[src/rtl/lc3_trace_capture_if.sv]
// Output word stream of the lc3 trace unit: one 16-bit word per accepted beat,
// with out_last flagging the final word of a record.
interface lc3_trace_capture_if;
  logic [15:0] out_data;
  logic        out_valid;
  logic        out_ready;
  logic        out_last;

  modport master (output out_data, output out_valid, output out_last, input out_ready);
  modport slave  (input out_data, input out_valid, input out_last, output out_ready);
endinterface

[src/rtl/lc3_trace_capture.sv]
// Per-instruction trace unit: snapshots the lc3 debug ports on every FETCH entry
// into a record FIFO and streams each record out as ten 16-bit words.
module lc3_trace_capture #(
  parameter logic [5:0] FETCH_STATE = 6'd18,
  parameter int         DEPTH       = 4,
  parameter int         DROP_W      = 8
) (
  input  logic                     clk,
  input  logic                     reset,
  input  logic                     enable,
  input  logic [5:0]               currentState,
  input  logic [5:0]               nextState,
  input  logic [15:0]              instruction,
  input  logic [127:0]             regRead,
  lc3_trace_capture_if.master      stream,
  output logic [$clog2(DEPTH):0]   fifo_count,
  output logic [DROP_W-1:0]        overflow_count,
  output logic                     dbg_state
);

  localparam int PTR_W = $clog2(DEPTH);
  localparam int REC_W = 156;

  typedef enum logic {IDLE, SEND} state_t;

  state_t           state;
  logic [REC_W-1:0] mem [DEPTH];
  logic [PTR_W-1:0] head;
  logic [PTR_W-1:0] tail;
  logic [3:0]       idx;
  logic             prev_fetch;

  logic             fetch;
  logic             trig;
  logic             full;
  logic             accept;
  logic             pop;
  logic             push;
  logic             drop;
  logic [REC_W-1:0] head_rec;
  logic [3:0]       sel_idx;
  logic [15:0]      sel_word;

  assign fetch    = (nextState == FETCH_STATE);
  assign trig     = fetch && !prev_fetch;
  assign full     = (fifo_count == (PTR_W+1)'(DEPTH));
  // Handshake: a word moves when out_valid && out_ready at a rising edge; while
  // out_valid is high and out_ready low, out_data/out_last hold and out_valid stays up.
  assign accept   = stream.out_valid && stream.out_ready;
  assign pop      = accept && (idx == 4'd9);
  assign push     = trig && enable && (!full || pop);
  assign drop     = trig && enable && full && !pop;
  assign head_rec = mem[head];
  assign sel_idx  = (state == IDLE) ? 4'd0 : idx + 4'd1;
  assign dbg_state = (state == SEND);

  always_comb begin
    sel_word = '0;
    case (sel_idx)
      4'd0: sel_word = {2'b00, head_rec[155:150], 2'b00, head_rec[149:144]};
      4'd1: sel_word = head_rec[143:128];
      4'd2: sel_word = head_rec[15:0];
      4'd3: sel_word = head_rec[31:16];
      4'd4: sel_word = head_rec[47:32];
      4'd5: sel_word = head_rec[63:48];
      4'd6: sel_word = head_rec[79:64];
      4'd7: sel_word = head_rec[95:80];
      4'd8: sel_word = head_rec[111:96];
      4'd9: sel_word = head_rec[127:112];
      default: sel_word = '0;
    endcase
  end

  // Storage needs no reset: an entry is only read once fifo_count covers it.
  always_ff @(posedge clk) begin
    if (push) mem[tail] <= {currentState, nextState, instruction, regRead};
  end

  always_ff @(posedge clk or posedge reset) begin
    if (reset) begin
      state            <= IDLE;
      idx              <= '0;
      head             <= '0;
      tail             <= '0;
      fifo_count       <= '0;
      overflow_count   <= '0;
      prev_fetch       <= 1'b0;
      stream.out_valid <= 1'b0;
      stream.out_data  <= '0;
      stream.out_last  <= 1'b0;
    end else begin
      prev_fetch <= fetch;
      if (push) tail <= tail + 1'b1;
      if (pop)  head <= head + 1'b1;
      case ({push, pop})
        2'b10:   fifo_count <= fifo_count + 1'b1;
        2'b01:   fifo_count <= fifo_count - 1'b1;
        default: fifo_count <= fifo_count;
      endcase
      if (drop && (overflow_count != '1)) overflow_count <= overflow_count + 1'b1;

      case (state)
        IDLE: begin
          if (fifo_count != '0) begin
            state            <= SEND;
            idx              <= 4'd0;
            stream.out_valid <= 1'b1;
            stream.out_data  <= sel_word;
            stream.out_last  <= 1'b0;
          end
        end
        SEND: begin
          if (accept) begin
            if (idx == 4'd9) begin
              state            <= IDLE;
              stream.out_valid <= 1'b0;
              stream.out_data  <= '0;
              stream.out_last  <= 1'b0;
            end else begin
              idx             <= idx + 4'd1;
              stream.out_data <= sel_word;
              stream.out_last <= (idx == 4'd8);
            end
          end
        end
        default: state <= IDLE;
      endcase
    end
  end

endmodule

[src/flat_wrapper.sv]
// flat-port wrapper written by rule: the top's interface ports become plain ports
module lc3_trace_capture_flat 
#(
  parameter logic [5:0] FETCH_STATE = 6'd18,
  parameter int         DEPTH       = 4,
  parameter int         DROP_W      = 8
)
  (clk, reset, enable, currentState, nextState, instruction, regRead, fifo_count, overflow_count, dbg_state, stream_out_data, stream_out_valid, stream_out_last, stream_out_ready);
  lc3_trace_capture_if stream_i ();
  input  logic clk;
  input  logic reset;
  input  logic enable;
  input  logic [5:0] currentState;
  input  logic [5:0] nextState;
  input  logic [15:0] instruction;
  input  logic [127:0] regRead;
  output logic [$clog2(DEPTH):0] fifo_count;
  output logic [DROP_W-1:0] overflow_count;
  output logic dbg_state;
  output wire logic [$bits(stream_i.out_data)-1:0] stream_out_data;
  output wire logic [$bits(stream_i.out_valid)-1:0] stream_out_valid;
  output wire logic [$bits(stream_i.out_last)-1:0] stream_out_last;
  input wire logic [$bits(stream_i.out_ready)-1:0] stream_out_ready;
  assign stream_out_data = stream_i.out_data;
  assign stream_out_valid = stream_i.out_valid;
  assign stream_out_last = stream_i.out_last;
  assign stream_i.out_ready = stream_out_ready;
  lc3_trace_capture #(.FETCH_STATE(FETCH_STATE), .DEPTH(DEPTH), .DROP_W(DROP_W)) u_core (.clk(clk), .reset(reset), .enable(enable), .currentState(currentState), .nextState(nextState), .instruction(instruction), .regRead(regRead), .stream(stream_i), .fifo_count(fifo_count), .overflow_count(overflow_count), .dbg_state(dbg_state));
endmodule
[config.mk]
export PLATFORM = sky130hd
export DESIGN_NAME = lc3_trace_capture_flat
export DESIGN_NICKNAME = d
export VERILOG_FILES = /design/src/rtl/lc3_trace_capture_if.sv /design/src/rtl/lc3_trace_capture.sv /design/src/flat_wrapper.sv
export SDC_FILE = /design/constraint.sdc
export NUM_CORES = 1
export LEC_CHECK = 0
export CAP_MARGIN = 10
export CORE_UTILIZATION = 35
export DETAILED_ROUTE_END_ITERATION = 6
export PLACE_DENSITY = 0.52
export SKIP_CTS_REPAIR_TIMING = 1
export SLEW_MARGIN = 25
export SYNTH_ARGS = -nofsm -noshare
export SYNTH_HDL_FRONTEND = slang
export SYNTH_SLANG_ARGS = --single-unit
[constraint.sdc]
create_clock -name clk -period 16.9 [get_ports clk]
set_input_delay 5.07 -clock clk [delete_from_list [all_inputs] [get_ports clk]]
set_output_delay 5.07 -clock clk [all_outputs]
set_load 0.01 [all_outputs]
; ---- After elaboration in Yosys (flattened, before gate mapping)
; Memories as Yosys holds them, arrays and structs flattened.
; Index checks and enable logic that the tools add are counted.
; Widths: inputs -> output; s select.
[totals]
reg_bits = 39
mem_bits_rw = 624
input_bits = 160
out_inout_bits = 30
wordCells = 81
mem_count = 1
[memory_table]
columns = name, words, width, rd, rd_clocked_by_memory_dff, write_ports, line
row1 = u_core.mem, 4, 156, 1, 0, 1, lc3_trace_capture.sv:27  ; logic [REC_W-1:0] mem [DEPTH];
[op_classes]
add_sub_neg = 6
n_eq_ne = 20
n_mux = 25
n_bitwise = 1
reduce_logical = 18
[ops]
columns = op, count
row1 = $pmux 16 s10, 1
row2 = $mux 16, 3
row3 = $pmux 16 s2, 1
row4 = $eq 4x3->1 const B, 4
row5 = $eq 4x4->1 const B, 4
row6 = $mux 4, 4
row7 = $mux 1, 11
row8 = $add 8x1->8 const B, 1
row9 = $eq 4x2->1 const B, 2
row10 = $logic_and 1x1->1, 8
row11 = $ne 2x2->1 const B, 4
row12 = $ne 8x8->1 const B, 1
row13 = $pmux 4 s2, 1
row14 = $eq 6x5->1 const B, 1
row15 = $pmux 1 s2, 3
row16 = $pmux 3 s2, 1
row17 = $reduce_and 3->1, 2
row18 = $add 2x1->2 const B, 2
row19 = $add 4x1->4 const B, 1
row20 = $eq 4x1->1 const B, 1
row21 = $logic_not 4->1, 1
row22 = $add 3x1->3 const B, 1
row23 = $eq 3x3->1 const B, 1
row24 = $logic_not 1->1, 3
row25 = other kinds (8), 8

; ---- Longest topological paths before layout
[depth]
depth_word = 7
depth_mapped = 10
ltp_nobuf = 9

; ---- Worst setup path after synthesis
; Ideal clock, no wire load.
[synth_timing]
path_type = input port to flip-flop
from = input port nextState[0]
to = memory u_core.mem[0][0] (enable)
setup_time_ns = 0.534
arrival_ns = 9.581
slack_ns = 6.784
stages = 4
cell_sequence = nor4b_1 nand4b_1 nor2_1 and2_1
[synth_via]
elab_chain_len = 6
[synth_rtl]
columns = item, line
row1 = "start, declared", flat_wrapper.sv:14  ; input logic [5:0] nextState;
row2 = $eq 6x5->1, lc3_trace_capture.sv:44  ; assign fetch = (nextState == FETCH_STATE);
row3 = $logic_and 1x1->1, lc3_trace_capture.sv:45  ; assign trig = fetch && !prev_fetch;
row4 = $logic_and 1x1->1 (2 in series), lc3_trace_capture.sv:51  ; assign push = trig && enable && (!full || pop);
row5 = $mux 1, lc3_trace_capture.sv:76  ; if (push) mem[tail] <= {currentState, nextState, instruction, regRead};
row6 = $mux 1 (not written as such), lc3_trace_capture.sv:76
row7 = "end, declared", lc3_trace_capture.sv:27
; Every way passes these cells.

; ---- Worst setup path after layout
[layout_timing]
from = input port nextState[3]
to = memory u_core.mem[2][49] (enable)
; The elaborated chain is that of the path after synthesis.

==> Implementation_results.wiki <==
{| class="wikitable"
! Metric !! Value
|-
| Pin count of the biggest net entering global routing || 134
|-
| DRC violation total after the first TritonRoute iteration || 890
|-
| DR vias || 12500
|-
| Prevailing post-synth register cell || sky130_fd_sc_hd__edfxtp_1
|-
| Multi-input gate area in the final layout || 5520 um^2
|-
| Antenna violations before repair || 1
|-
| HPWL after detailed placement || 39400 um
|-
| Share of total power in combinational logic || 0.254
|-
| TritonCTS clock tree || yes
|-
| Synthesized-area fraction occupied by ao, oa, aoi and oai cells || 0.0418
|-
| Switching power || 1.34 mW
|-
| Post-Synthesis Cells || 1169
|-
| Warnings, synthesis || 0
|-
| Max-capacitance violation count || 0
|-
| Portion of synthesized cell area occupied by the leading cell type || 0.735
|-
| Xor/xnor cell area share of the yosys netlist || 0.00447
|-
| Share of synthesized area spent on multiplexers || 0.140
|-
| Worst voltage drop across the vdd grid || 105 uV
|-
| Area contributors post-synth || sky130_fd_sc_hd__edfxtp_1 (74%), sky130_fd_sc_hd__mux4_2 (14%), sky130_fd_sc_hd__dfrtp_1 (3.8%)
|-
| Critical path peak fanout || 60
|-
| Slew Limit Headroom || 0.216
|-
| Reg clk slew, reported paths || 0.06 ns
|-
| Post-synth EDFFs || 624
|-
| Detailed-route wire length || 62600 um
|-
| Number of sinks driven by the clock tree || 663
|-
| Yosys top cell by area || sky130_fd_sc_hd__edfxtp_1
|-
| Most Frequent Cell on Critical Path || sky130_fd_sc_hd__buf_4
|-
| Level count of the clock H-tree || 3
|-
| HP Class || reg -> reg
|-
| Number of buffers on the longest clock path || 3
|-
| Async SR Flop Fraction || 0.0588
|-
| Cell type group with the largest total delay on the critical path || simple AND/OR/NAND/NOR gates
|-
| P per Cell Area || 148 nW/um^2
|-
| Count of pins on the block boundary || 190
|-
| Inserted Diodes || 0
|-
| TritonRoute pass-1 iters || 5
|-
| Root Driver || sky130_fd_sc_hd__clkbuf_16
|-
| Standard cell with the maximum stage delay on the critical path || sky130_fd_sc_hd__and2_4
|-
| Syn nets || 1338
|-
| Share of total power in sequential cells || 0.414
|-
| Largest family of logic cells by synthesized area || multiplexers
|-
| Area used by sequential logic in the layout || 19700 um^2
|-
| Final hold violation count || 0
|-
| Number of remaining DRC errors || 0
|-
| Final worst path period need || 8.96 ns
|-
| RSZ-0062 raised after global routing || no
|-
| CP Data Required Time || 17.12 ns
|-
| Flop and latch count out of synthesis || 663
|-
| Share of total power consumed by net switching || 0.294
|-
| Final Hold Slack || 0.494 ns
|-
| Share of post-route cells with drive strength above 1 || 0.201
|-
| Most common cell after layout, fill and taps aside || sky130_fd_sc_hd__edfxtp_1
|-
| Achievable Freq || 112 MHz
|-
| Clock latency on the worst-skew pair || 0.60 ns
|-
| Commonest non-fill, non-tap cells in the layout || sky130_fd_sc_hd__edfxtp_1 (624), sky130_fd_sc_hd__clkdlybuf4s50_1 (189), sky130_fd_sc_hd__mux4_2 (156), sky130_fd_sc_hd__clkbuf_16 (73), sky130_fd_sc_hd__nand2_1 (52)
|-
| Vias in the first global route || 13200
|-
| Run status || finished, final reports clean
|-
| Placed cell count || 2271
|-
| Startpoint kind of the worst setup timing path || primary input
|-
| Simple-Gate Fraction of Synth Area || 0.0243
|-
| Post-Place Setup Slack || 6.94 ns
|-
| Net count of the finished layout || 1565
|-
| Worst slew pin tran || 1.17 ns
|-
| Final clock period utilization by the worst path || 0.530
|-
| Gr ovfl total || 0
|-
| Worst setup EP type || flip-flop
|-
| Filler Cell Count || 6169
|-
| Average wire per standard cell || 26.1 um
|-
| Synth-to-Final Area Change || 21.1%
|-
| Average size of a mapped cell || 21.8 um^2
|-
| Standard-cell rows || 98
|-
| Horizontal die dimension || 272 um
|-
| Synth cell types || 63
|-
| Clock tree skew after final layout || 0.0317 ns
|-
| Remaining number of nets flagged by the antenna check after routing || 0
|-
| Total standard cell area after synthesis || 25500 um^2
|-
| Post-synthesis adder-cell area fraction || 0.00471
|-
| Worst Path Buf+Inv || 4
|-
| Final worst-path setup slack || 7.94 ns
|-
| Number of buffers created by CTS || 72
|-
| Final GP Congestion || 0.806
|-
| Overall Global Routing Usage || 0.170
|-
| Floorplan die height || 272 um
|-
| Clock network fraction of design power || 0.332
|-
| Number of standard cells in the layout, taps in and fillers out || 2396
|-
| Starting density of the core || 0.355
|-
| Pint || 3.22 mW
|-
| Core box area || 71700 um^2
|-
| Chain of cells forming the critical path || clkdlybuf4s50_1 > nor4b_1 > nand4b_1 > nor2_1 > and2_4 > buf_4 > buf_16 > buf_4
|-
| Setup Viol. Count Final || 0
|-
| Critical path's largest stage delay || 0.85 ns
|-
| Critical path type || in -> reg
|-
| Via-per-instance ratio || 5.24
|-
| Final-report max-slew violation count || 0
|-
| Critical path data arrival time || 9.18 ns
|-
| Cell leakage power || 9.74 nW
|-
| Total negative setup slack || 0 ns
|-
| Total Power Consumption || 4.55 mW
|-
| I/O Buffers || 189
|-
| First-pass GRT wire length || 91000 um
|-
| Fraction of the yosys area taken by sequential cells || 0.774
|-
| Total Die Area || 73900 um^2
|}
[cell usage after synthesis (all sizes together) (2+ instances only)]
cell type / n
a21boi: 4
a21oi: 9
a221oi: 17
a222oi: 3
a22o: 12
a22oi: 37
a311oi: 4
a32o: 5
a32oi: 6
and2: 8
and3: 11
and3b: 2
buf: 27
clkbuf: 30
dfrtp: 39
edfxtp: 624
ha: 8
inv: 10
mux2: 2
mux2i: 2
mux4: 156
nand2: 52
nand2b: 3
nand3: 14
nor2: 18
nor2b: 3
nor3: 6
nor4: 2
nor4b: 2
o211a: 2
o21ai: 8
o22a: 8
o41ai: 2
or3b: 2
xnor2: 7
xor2: 6
[metrics by stage]
step	area, um^2	util
2_1_floorplan	25500	-
3_3_place_gp	28500	0.398
3_5_place_dp	28600	0.398
4_1_cts	30800	0.430
5_1_grt	30900	0.430
6_report	30900	0.430
[kinds of logic (layout without fill, tap and decap cells)]
group / Yosys count / count (layout)
AND/OR/NAND/NOR: 127 / 127
AO/OA/AOI/OAI: 129 / 129
flip-flops: 663 / 663
XOR/XNOR: 13 / 13
buffers and inverters: 68 / 345
adder cells (fa/ha/maj): 9 / 9
multiplexers: 160 / 160
[layout make-up]
| type | count | share of cell area |
|---|---|---|
| sequential | 663 | 0.639 |
| tap | 950 | 0.0385 |
| timing repair buffer | 210 | 0.0689 |
| multi-input combinational | 438 | 0.179 |
| inverter | 11 | 0.00138 |
| clock buffer | 90 | 0.0622 |
| clock inverter | 34 | 0.0107 |
[sequential cells by signal, summed over array words and instances, names as in the netlist, 2 cells and up]
name / count
u_core.mem: 624
u_core.tail: 2
u_core.overflow_count: 8
u_core.idx: 4
u_core.stream.out_data: 16
u_core.fifo_count: 3
u_core.head: 2
[metal layers]
metal	wire length [um]	part of all wire	track usage	vias up
met3	3110	0.050	0.0300	92
met1	27700	0.44	0.235	6688
met2	30300	0.48	0.273	335
met5	12	0.00019	0	-
met4	1550	0.025	0.0546	2
li1	-	-	-	5429
[power by group through the flow]
| stage | clock (mW) | sequential (mW) | combinational (mW) |
|---|---|---|---|
| CTS | 1.55 | 1.89 | 1.18 |
| floorplan | 0 | 1.88 | 0.738 |
| global route | 1.61 | 1.89 | 1.23 |
| finish | 1.51 | 1.89 | 1.16 |
| global placement | 0 | 1.92 | 1.17 |
| detailed placement | 0 | 1.92 | 1.18 |
[path summary, 6_finish.rpt]
path	slack [ns]	endpoint	cells after the start	start
max	7.94	u_core.mem[2][49]	8	nextState[3]
min	0.49	u_core.overflow_count[6]	1	u_core.overflow_count[6]
max reg2reg	12.05	u_core.mem[2][49]	9	u_core.idx[0]
min reg2reg	0.49	u_core.overflow_count[6]	1	u_core.overflow_count[6]
max in group asynchronous	11.38	u_core.head[1]	2	reset
min in group asynchronous	4.95	u_core.fifo_count[0]	2	reset
Note: power is estimated with default switching activity, not from simulation.
